$ cat config.mk
export PLATFORM = sky130hd
export DESIGN_NAME = jam_cost_eval
export DESIGN_NICKNAME = d
export VERILOG_FILES = /design/src/rtl/jam_cost_eval.sv
export SDC_FILE = /design/constraint.sdc
export NUM_CORES = 1
export LEC_CHECK = 0
export CORE_MARGIN = 5
export CORE_UTILIZATION = 49
export DETAILED_ROUTE_END_ITERATION = 10
export GPL_ROUTABILITY_DRIVEN = 1
export PLACE_DENSITY = 0.76
export SKIP_CTS_REPAIR_TIMING = 1
export SYNTH_ARGS = -nofsm -noshare
export SYNTH_HDL_FRONTEND = slang
export SYNTH_SLANG_ARGS = --single-unit
export TNS_END_PERCENT = 10
$ cat constraint.sdc
create_clock -name CLK -period 2.4 [get_ports CLK]
set_input_delay 0.24 -clock CLK [delete_from_list [all_inputs] [get_ports CLK]]
set_output_delay 0.24 -clock CLK [all_outputs]
set_load 0.1 [all_outputs]
$ cat src/rtl/jam_cost_eval.sv
// Job-assignment cost evaluator: sums the eight ROM costs of each incoming
// permutation and reports the batch minimum total and how many permutations reach it.
module jam_cost_eval #(
  parameter int COST_W = 7,
  parameter int SUM_W  = 10,
  parameter int CNT_W  = 4
) (
  input  logic              CLK,
  input  logic              RST,
  input  logic              perm_valid,
  output logic              perm_ready,
  input  logic [23:0]       perm_data,
  input  logic              perm_last,
  output logic [2:0]        W,
  output logic [2:0]        J,
  input  logic [COST_W-1:0] Cost,
  output logic [SUM_W-1:0]  MinCost,
  output logic [CNT_W-1:0]  MatchCount,
  output logic              Valid,
  output logic              perm_err
);

  typedef enum logic [1:0] {S_IDLE, S_FETCH, S_CMP, S_DONE} state_e;

  state_e             state_q, state_d;
  logic               ready_q;
  logic [23:0]        perm_q;
  logic               last_q;
  logic [2:0]         idx_q;
  logic [SUM_W-1:0]   sum_q;
  logic [7:0]         seen_q;
  logic               dup_q;
  logic [SUM_W-1:0]   min_q;
  logic [CNT_W-1:0]   cnt_q;
  logic [SUM_W-1:0]   min_cost_q;
  logic [CNT_W-1:0]   match_q;
  logic               valid_q;
  logic               err_q;

  logic               accept;
  logic               fetch;
  logic [2:0]         job;

  assign accept = (state_q == S_IDLE) && ready_q && perm_valid;
  assign fetch  = (state_q == S_FETCH);
  assign job    = perm_q[{2'b00, idx_q} * 5'd3 +: 3];

  assign perm_ready = ready_q;
  assign W          = fetch ? idx_q : 3'd0;
  assign J          = fetch ? job : 3'd0;
  assign MinCost    = min_cost_q;
  assign MatchCount = match_q;
  assign Valid      = valid_q;
  assign perm_err   = err_q;

  // NOTE: next-state takes a default before the case so no path leaves it unassigned (no latch).
  always_comb begin
    state_d = state_q;
    case (state_q)
      S_IDLE:  if (accept) state_d = S_FETCH;
      S_FETCH: if (idx_q == 3'd7) state_d = S_FETCH == S_FETCH ? S_CMP : S_CMP;
      S_CMP:   state_d = last_q ? S_DONE : S_IDLE;
      S_DONE:  state_d = S_IDLE;
      default: state_d = S_IDLE;
    endcase
  end

  // NOTE: every register uses <= so all updates on an edge see the pre-edge values.
  always_ff @(posedge CLK or negedge RST) begin
    if (!RST) begin
      state_q    <= S_IDLE;
      ready_q    <= 1'b0;
      perm_q     <= '0;
      last_q     <= 1'b0;
      idx_q      <= '0;
      sum_q      <= '0;
      seen_q     <= '0;
      dup_q      <= 1'b0;
      min_q      <= '1;
      cnt_q      <= '0;
      min_cost_q <= '0;
      match_q    <= '0;
      valid_q    <= 1'b0;
      err_q      <= 1'b0;
    end else begin
      state_q <= state_d;
      // Ready is the registered image of "next state is IDLE", so it stays low
      // for the first cycle after reset release.
      ready_q <= (state_d == S_IDLE);
      valid_q <= 1'b0;
      err_q   <= 1'b0;
      case (state_q)
        S_IDLE: begin
          if (accept) begin
            perm_q <= perm_data;
            last_q <= perm_last;
            idx_q  <= '0;
            sum_q  <= '0;
            seen_q <= '0;
            dup_q  <= 1'b0;
          end
        end
        S_FETCH: begin
          sum_q <= sum_q + SUM_W'(Cost);
          if (seen_q[job]) dup_q <= 1'b1;
          seen_q[job] <= 1'b1;
          idx_q <= idx_q + 3'd1;
        end
        S_CMP: begin
          if (dup_q) begin
            err_q <= 1'b1;
          end else if (sum_q < min_q) begin
            min_q <= sum_q;
            cnt_q <= CNT_W'(1);
          end else if ((sum_q == min_q) && (cnt_q != '1)) begin
            cnt_q <= cnt_q + CNT_W'(1);
          end
        end
        S_DONE: begin
          min_cost_q <= min_q;
          match_q    <= cnt_q;
          valid_q    <= 1'b1;
          min_q      <= '1;
          cnt_q      <= '0;
        end
        default: ;
      endcase
    end
  end

endmodule

# Word level (Yosys, flattened, before mapping)
# Cells that the tools add are included.
# totals
input_bits,35
output_inout_bits,23
wordCells,76
reg_bits,80
# classes
n_reduce_logical,13
bitwise,1
mul,1
add_sub_neg,3
n_shift,1
eq_ne,11
order_cmp,3
n_mux,29
# op_table
cell,n
10-bit case mux with 2 select lines,2
10-bit two-way mux,3
24-bit by 6-bit indexed part select with 3-bit output,1
8-bit case mux with 2 select lines,1
4-bit two-way mux,3
10-bit by 7-bit adder with 10-bit output,1
10-bit equality test,1
10-bit less-than comparator,1
3-bit two-way mux,3
3-bit AND reduction,3
8-bit two-way mux,1
8-bit bitwise OR,1
2-bit case mux with 4 select lines,1
4-bit case mux with 2 select lines,1
1-bit two-way mux,7
2-bit two-way mux,3
2-bit inequality test (second input constant),3
3-bit case mux with 2 select lines,1
3-bit by 2-bit multiplier with 5-bit output (second input constant),1
4-bit by 1-bit adder with 4-bit output (second input constant),1
2-bit equality test (second input constant),2
1-bit logical AND,4
2-bit logical NOT,2
3-bit by 4-bit less-than comparator with 1-bit output (second input constant),1
other kinds (12),14

# Longest topological paths before layout
# Gate-level depths: netlist of the first run.
# logic_depth
ltp_word,8
mapped_depth,10
ltp_nobuf,10

# Worst setup path after synthesis of the first run
# Ideal clock, no wire load.
# synth_path
kind,register to register
start,register idx_q[1]
end,register seen_q[3]
synth_period_minus_slack_ns,2.646
setup_slack_ns,-0.246
arrival_time_ns,2.572
path_stages_with_launch,6
n_path_buf,1
setup_ns,0.074
t_required_ns,2.326
cell_sequence,dfrtp_1 buf_6 mux4_2 mux2i_4 nor2_1 a22o_1
# synth_via
elab_chain_cells,8
word_cells_on_any_way,9
classes_between,mul (1); order compare (2); shift (1); mux (3); bitwise (1); reduce/logical (1)
# synth_rtl
element,line_no,text
start: declaration,29,logic [2:0] idx_q;
start signal: assignment,107,idx_q <= idx_q + 3'd1;
3-bit by 2-bit multiplier with 5-bit output (*),46,"assign job = perm_q[{2'b00, idx_q} * 5'd3 +: 3];"
24-bit by 6-bit indexed part select with 3-bit output (*),46,
3-bit by 4-bit less-than comparator with 1-bit output (not written as such) or 3-bit by 1-bit greater-or-equal comparator with 1-bit output (tied branches),106,seen_q[job] <= 1'b1;
1-bit logical AND (not written as such),106,
1-bit two-way mux (not written as such),106,
1-bit demux with 3-bit select (*),106,
8-bit bitwise OR (no line) (*),-,
8-bit case mux with 2 select lines (*),92,case (state_q)
end signal: assignment,77,seen_q <= '0;
end signal: assignment,99,seen_q <= '0;
end signal: indexed assignment,106,
end: declaration,31,logic [7:0] seen_q;
# Every way passes the cells marked *; elsewhere a longest branch is shown, timed or not.
# A chain may end at the register's enable or synchronous reset.

# Final worst setup path of the first run
# layout_path
start,register min_q[5]
end,register cnt_q[3]
# layout_via
elab_chain_cells,4
word_cells_on_any_way,8
classes_between,order compare (1); eq/ne (2); mux (3); reduce/logical (2)
# layout_rtl
element,line_no,text
start: declaration,33,logic [SUM_W-1:0] min_q;
start signal: assignment,113,min_q <= sum_q;
10-bit less-than comparator or 10-bit equality test (tied branches),"112, 115",
4-bit two-way mux or 1-bit logical AND (tied branches),"112, 115",
4-bit two-way mux or 3-bit inequality test (tied branches),-,
4-bit case mux with 2 select lines or 3-bit AND reduction (tied branches),-,
end signal: assignment,116,cnt_q <= cnt_q + CNT_W'(1);
end: declaration,34,logic [CNT_W-1:0] cnt_q;
# Several ways; a longest one is shown, not always the timed one. The select of a mux whose other input is x is not followed.

==> key figures, run 1 <==
Run status
  – Outcome: finished, final reports clean

Floorplanning
  – DIE WIDTH: 99.64 um
  – Die footprint: 9928 sq um
  – Die boundary height: 99.64 um
  – Cell row count: 32
  – Io pins: 58
  – Core area: 7767 sq um
  – Initial core utilization: 50.69%

Clocking
  – CTS H-tree depth: 3
  – Root buffer cell: clkbuf_8
  – Clock-pin transition on the worst setup and hold timing paths: 0.08 ns
  – CTS Buf Count: 9
  – CTS tree: built
  – Max clock buf depth: 2
  – Clock Latency Late Sink: 0.36 ns
  – Sink Count: 80

Yosys
  – Post-synthesis mux area share: 5.466%
  – Synth Area in Compound Gates: 12.81%
  – Unique cell type count in the Yosys netlist: 44
  – FFs w/ async S/R, synth: 100.0%
  – Ys flop type: dfrtp_1
  – Largest family of logic cells by synthesized area: simple AND/OR/NAND/NOR gates
  – Syn Inst Count: 409
  – Fraction of the yosys area taken by sequential cells: 51.16%
  – Post-synthesis simple-gate area fraction: 18.94%
  – Post-Syn Area: 3938 sq um
  – Xor/xnor cell area share of the yosys netlist: 0.8897%
  – Syn avg cell area: 9.627 sq um
  – EDFF count, synth: 0
  – Flops & latches, synth: 80
  – Yosys warning total: 0
  – Syn nets: 465
  – Fraction of the mapped netlist area in adder cells: 6.864%

Detailed routing
  – DRC Markers: 0
  – Routed wire length: 8085 um
  – Final ANT Viol Nets: 0
  – Routed via count: 3,063
  – Wire per inst: 13.92 um
  – Drt first pass iters: 5
  – Via density: 5.272
  – Initial DRC Count: 124

Layout
  – Nets@finish: 530
  – Share of cells above drive strength 1: 16.28%
  – Ant diodes: 0
  – Syn-to-layout area delta: 26.12%

Global route
  – Vias in the first global route: 3,187
  – Antenna violations before repair: 0
  – First-pass GRT wire length: 14,170 um
  – Largest net degree at the start of global routing: 81
  – GR Overflow Total: 0
  – Gr usage total: 17.73%

Placed design
  – Final GP Congestion: 0.7874
  – Pre-CTS setup slack: -0.2106 ns
  – Detailed Place HPWL: 5727 um
  – # port buffers: 57

Worst setup path
  – CP Launch Point: min_q[5]
  – Worst setup path category: flip-flop to flip-flop
  – Worst Setup Start Kind: flip-flop
  – CP arrival: 2.58 ns
  – Crit path max fanout: 3
  – WP data required: 2.68 ns
  – Crit path capture type: flip-flop
  – Worst R2R Start: min_q[5]

Run
  – Max-cap violation count: 0

Worst hold path
  – Hold Crit Class: primary input to asynchronous set/reset pin

STA
  – Final Worst Setup Slack: 0.1029 ns
  – Final Hold Viols: 0
  – RSZ-0062 raised after global routing: true
  – Fin crit period: 2.297 ns
  – Fin crit share: 95.71%
  – Slew headroom: 35.30%
  – Least-Margin Pin Slew: 0.9705 ns
  – Layout Skew: 0.01119 ns
  – Highest clock rate: 0.4353 GHz
  – Final Max Slew Viols: 0
  – Setup violators final: 0
  – Worst hold margin: 0.02345 ns

Power and ir drop
  – Pwr/cell area: 1631 nW/um^2
  – Peak supply drop: 0.9940 mV
  – Leak: 2.413 nW
-- layout by cell type (no fill, tap or decap), types with 4 or more instances in the layout --
cell	instances
a21o_1	4
a21oi_1	16
a22o_1	7
and2_1	4
buf_12	6
buf_4	33
bufinv_16	4
clkbuf_8	10
clkdlybuf4s50_1	33
dfrtp_1	69
dfstp_2	10
ha_1	20
inv_1	19
mux2i_1	5
mux4_2	4
nand2_1	114
nand2b_1	5
nand3_1	11
nor2_1	9
nor2b_1	5
nor3_1	11
o21ai_0	32
o21ai_1	4
o31ai_1	6
-- per-layer routing --
metal	part of all wire (%)	GRT usage [%]
met5	0	0
met4	1.9	6.933
met3	5.0	4.558
met2	47	28.51
met1	46	23.03
-- synthesized netlist by cell type (all sizes together) (4+ instances only) --
library cell  count  share of area (%)
nand2           114                 11
dfrtp            70                 44
o21ai            36                4.6
ha               20                6.4
inv              19                1.8
a21oi            16                2.0
clkbuf           15                1.4
nand3            11                1.4
nor2             11                1.0
nor3             11                1.4
dfstp            10                6.7
a22o              7                1.6
o31ai             7                1.3
and2              6                1.0
mux2i             6                1.8
mux4              6                3.6
nand2b            5               0.79
nor2b             5               0.79
a21o              4               0.76
-- final cells by class --
type | count | area (sq um)
clock buffer | 11 | 141.4
clock inverter | 5 | 127.6
fill | 650 | 2801
inverter | 20 | 75.07
multi-input combinational | 291 | 1780
sequential | 80 | 2016
tap | 102 | 127.6
timing repair buffer | 72 | 698.2
-- report_power, final --
group | switching (W) | internal [W] | total [W]
Sequential | 0.000395 | 0.00199 | 0.00239
Clock | 0.000492 | 0.000825 | 0.00132
Combinational | 0.00279 | 0.00160 | 0.00440
-- per-stage QoR --
stage | setup TNS (ns) | cells | utilization, % | instance area, sq um | power [W]
2_1_floorplan | -0.2446 | 409 | - | 3940 | 0.005559
3_3_place_gp | -0.1106 | 565 | 60.36 | 4688 | 0.006666
3_5_place_dp | -0.4439 | 565 | 60.36 | 4688 | 0.006794
4_1_cts | -0.02462 | 581 | 63.82 | 4957 | 0.008139
5_1_grt | -0.1432 | 581 | 63.93 | 4966 | 0.008647
6_report | 0 | 581 | 63.93 | 4966 | 0.008100
-- path summary, 6_finish.rpt --
| kind | depth (start not counted) | slack (ns) | end |
|---|---|---|---|
| setup / recovery | 8 | 0.10 | cnt_q[3] |
| hold reg to reg | 2 | 0.48 | perm_q[9] |
| min in group CLK | 3 | 0.40 | perm_q[22] |
| max in group asynchronous | 1 | 1.69 | idx_q[0] |
| setup reg to reg | 8 | 0.10 | cnt_q[3] |
| hold / removal | 1 | 0.02 | MinCost[5] |
-- cells by family after synthesis --
group,count (synthesis)
xor+xnor,4
buf+inv,38
mux,12
flops,80
simple gates,172
compound gates,82
fa+ha+maj,21
-- state kept, by name (all words and copies together), names as in the netlist --
register and count:
dup_q 1, state_q 2, perm_ready 1, MatchCount 4, perm_q 24, MinCost 10, sum_q 10, Valid 1
last_q 1, cnt_q 4, perm_err 1, idx_q 3, min_q 10, seen_q 8
-- critical path: stages, from the launching register on --
cell     delay, ns
dfstp_2       0.52
inv_1         0.06
ha_1          0.30
nand4_1       0.14
nor2_2        0.13
a21oi_1       0.07
o211a_1       0.14
or4b_2        0.66
o31ai_2       0.18
Power figures use the tool's default switching activity.
==> run 2, diff against run 1 <==
--- a/config.mk
+++ b/config.mk
@@ -6,10 +6,11 @@
 export NUM_CORES = 1
 export LEC_CHECK = 0
 export CORE_MARGIN = 5
-export CORE_UTILIZATION = 49
+export CORE_UTILIZATION = 54
+export CTS_CLUSTER_SIZE = 28
 export DETAILED_ROUTE_END_ITERATION = 10
 export GPL_ROUTABILITY_DRIVEN = 1
-export PLACE_DENSITY = 0.76
+export PLACE_DENSITY = 0.79
 export SKIP_CTS_REPAIR_TIMING = 1
 export SYNTH_ARGS = -nofsm -noshare
 export SYNTH_HDL_FRONTEND = slang
==> constraint.sdc (replaced) <==
create_clock -name CLK -period 2.6 [get_ports CLK]
set_input_delay 0.26 -clock CLK [delete_from_list [all_inputs] [get_ports CLK]]
set_output_delay 0.26 -clock CLK [all_outputs]
set_load 0.1 [all_outputs]
==> run 2 against run 1 <==
Against the previous run:
- clock power is 33% lower
- worst hold slack better by 0.020 ns
- design area is 2.3% lower
- die area is 8.3% lower
==> key figures, run 2 (synthesis results as in run 1) <==
Run status
  – Outcome: finished, final reports clean (unchanged)

Clocking
  – Max clock buf depth: 2 (unchanged)
  – CTS Buf Count: 9 (unchanged)
  – CTS H-tree depth: 3 (unchanged)
  – Sink Count: 80 (unchanged)
  – Clock-pin transition on the worst setup and hold timing paths: 0.08 ns (about the same)
  – Clock Latency Late Sink: 0.36 ns (about the same)
  – CTS tree: built (unchanged)
  – Root buffer cell: clkbuf_8 (unchanged)

Detailed routing
  – Via density: 5.400 (was 5.272)
  – Routed wire length: 8205 um (was 8085 um)
  – Routed via count: 3,094 (was 3,063)
  – Wire per inst: 14.32 um (was 13.92 um)
  – Drt first pass iters: 4 (was 5)
  – Initial DRC Count: 150 (was 124)
  – DRC Markers: 0 (unchanged)
  – Final ANT Viol Nets: 0 (unchanged)

Layout
  – Nets@finish: 525 (was 530)
  – Commonest non-fill, non-tap cell in the layout: nand2_1 (unchanged)
  – Final instance area: 4851 sq um (was 4966 sq um)
  – Ant diodes: 0 (unchanged)
  – Share of cells above drive strength 1: 15.40% (was 16.28%)
  – Syn-to-layout area delta: 23.20% (was 26.12%)
  – Number of flip-flops in the largest register: 24 (unchanged)
  – Most frequent cells in the layout: nand2_1, dfrtp_1, clkdlybuf4s50_1 (was nand2_1, dfrtp_1, clkdlybuf4s50_1, buf_4, o21ai_0)
  – Finished Layout Cells: 573 (was 581)
  – Most flops, register: perm_q (unchanged)

STA
  – RSZ-0062 raised after global routing: false (was true)
  – Fin crit share: 93.43%
  – Final Max Slew Viols: 0 (unchanged)
  – Highest clock rate: 0.4116 GHz
  – Setup violators final: 0 (unchanged)
  – Slew headroom: 35.52% (was 35.30%)
  – Final Hold Viols: 0 (unchanged)
  – Least-Margin Pin Slew: 0.9671 ns (was 0.9705 ns)
  – Layout Skew: 0.008887 ns (was 0.01119 ns)
  – Fin crit period: 2.429 ns

Run
  – Max-cap violation count: 0 (unchanged)

Global route
  – GR Overflow Total: 0 (unchanged)
  – Gr usage total: 19.92% (was 17.73%)
  – Largest net degree at the start of global routing: 81 (unchanged)
  – Antenna violations before repair: 0 (unchanged)
  – Met2 global-route usage: 33.53% (was 28.51%)
  – Met1 usage: 25.10% (was 23.03%)
  – First-pass GRT wire length: 14,060 um (was 14,170 um)
  – Grt met3 use: 4.972% (was 4.558%)
  – Most used routing layer in global routing: met2 (unchanged)
  – Vias in the first global route: 3,143 (was 3,187)

Worst setup path
  – Crit path capture type: output pin (was flip-flop)
  – R2R setup slack: 0.21 ns (was 0.10 ns)
  – Worst setup path category: flip-flop to output pin (was flip-flop to flip-flop)
  – Crit path max fanout: 8 (was 3)
  – CP arrival: 2.17 ns (was 2.58 ns)
  – Worst Setup Start Kind: flip-flop (unchanged)
  – WP data required: 2.34 ns (was 2.68 ns)

Floorplanning
  – Core area: 7176 sq um (was 7767 sq um)
  – Io pins: 58 (unchanged)
  – DIE WIDTH: 95.39 um (was 99.64 um)
  – Die footprint: 9099 sq um (was 9928 sq um)
  – Initial core utilization: 54.87% (was 50.69%)
  – Die boundary height: 95.39 um (was 99.64 um)
  – Cell row count: 31 (was 32)

Power and ir drop
  – Leak: 2.357 nW (was 2.413 nW)
  – Peak supply drop: 0.9895 mV (was 0.9940 mV)
  – Pwr/cell area: 1436 nW/um^2 (was 1631 nW/um^2)

Placed design
  – Final GP Congestion: 0.8417 (was 0.7874)
  – DP Cell Count: 557 (was 565)
  – # port buffers: 57 (unchanged)
  – Detailed Place HPWL: 5835 um (was 5727 um)
  – Placed Area: 4647 sq um (was 4688 sq um)

Worst hold path
  – Hold Crit Class: primary input to asynchronous set/reset pin (unchanged)
[run 2: cell types whose count changed in the layout (fill, tap and decap cells not counted), sizes merged]
| cell | delta |
|---|---|
| bufinv | -3 |
| clkbuf | -1 |
| clkinv | +4 |
| buf | -5 |
[run 2: cell type report]
| class | instances | area [sq um] |
|---|---|---|
| Clock buffer | 10 | 127.6 |
| Clock inverter | 6 | 61.31 |
| Fill cell | 552 | 2325 |
| Inverter | 20 | 75.07 |
| Multi-Input combinational cell | 291 | 1788 |
| Sequential cell | 80 | 2014 |
| Tap cell | 99 | 123.9 |
| Timing Repair Buffer | 67 | 660.6 |
[run 2: metal layers]
layer	part of all wire, %	wire length, um
met1	43	3513
met3	5.1	420
met2	51	4156
met5	0	0
met4	1.4	114
[run 2: final timing paths]
| check | from | endpoint | cells past startpoint |
|---|---|---|---|
| worst min register to register | MinCost[0] | MinCost[0] | 2 |
| worst max register to register | sum_q[0] | sum_q[8] | 10 |
| worst min-delay path | RST | MinCost[1] | 1 |
| max in group asynchronous | RST | state_q[1] | 1 |
| min in group CLK | perm_data[7] | perm_q[7] | 3 |
| worst max-delay path | idx_q[0] | J[2] | 4 |
[run 2: report_power, final]
part	total, W	internal (W)	switching [W]
Clock	0.000889	0.000440	0.000449
Combinational	0.00386	0.00142	0.00244
Sequential	0.00221	0.00182	0.000389
Total	0.00696	0.00369	0.00328
[run 2: critical path, stage by stage (launching register included)]
cell and delay [ns]:
dfrtp_1 0.65, mux4_1 0.70, mux2i_1 0.16, nor2_1 0.10, buf_12 0.19
[run 2: per-stage QoR]
step	hold slack [ns]	power, W	utilization (%)	setup slack, ns	TNS (ns)
after CTS	0.09382	0.006992	67.39	-0.05772	-0.3261
after global placement	0.4523	0.005950	64.76	-0.02527	-0.02527
final	0.04299	0.006964	67.60	0.1707	0
after detailed placement	0.4602	0.006083	64.76	-0.09938	-0.2424
after global routing	0.1312	0.007455	67.60	0.03098	0
after floorplan	-0.03559	0.005131	-	0.05761	0
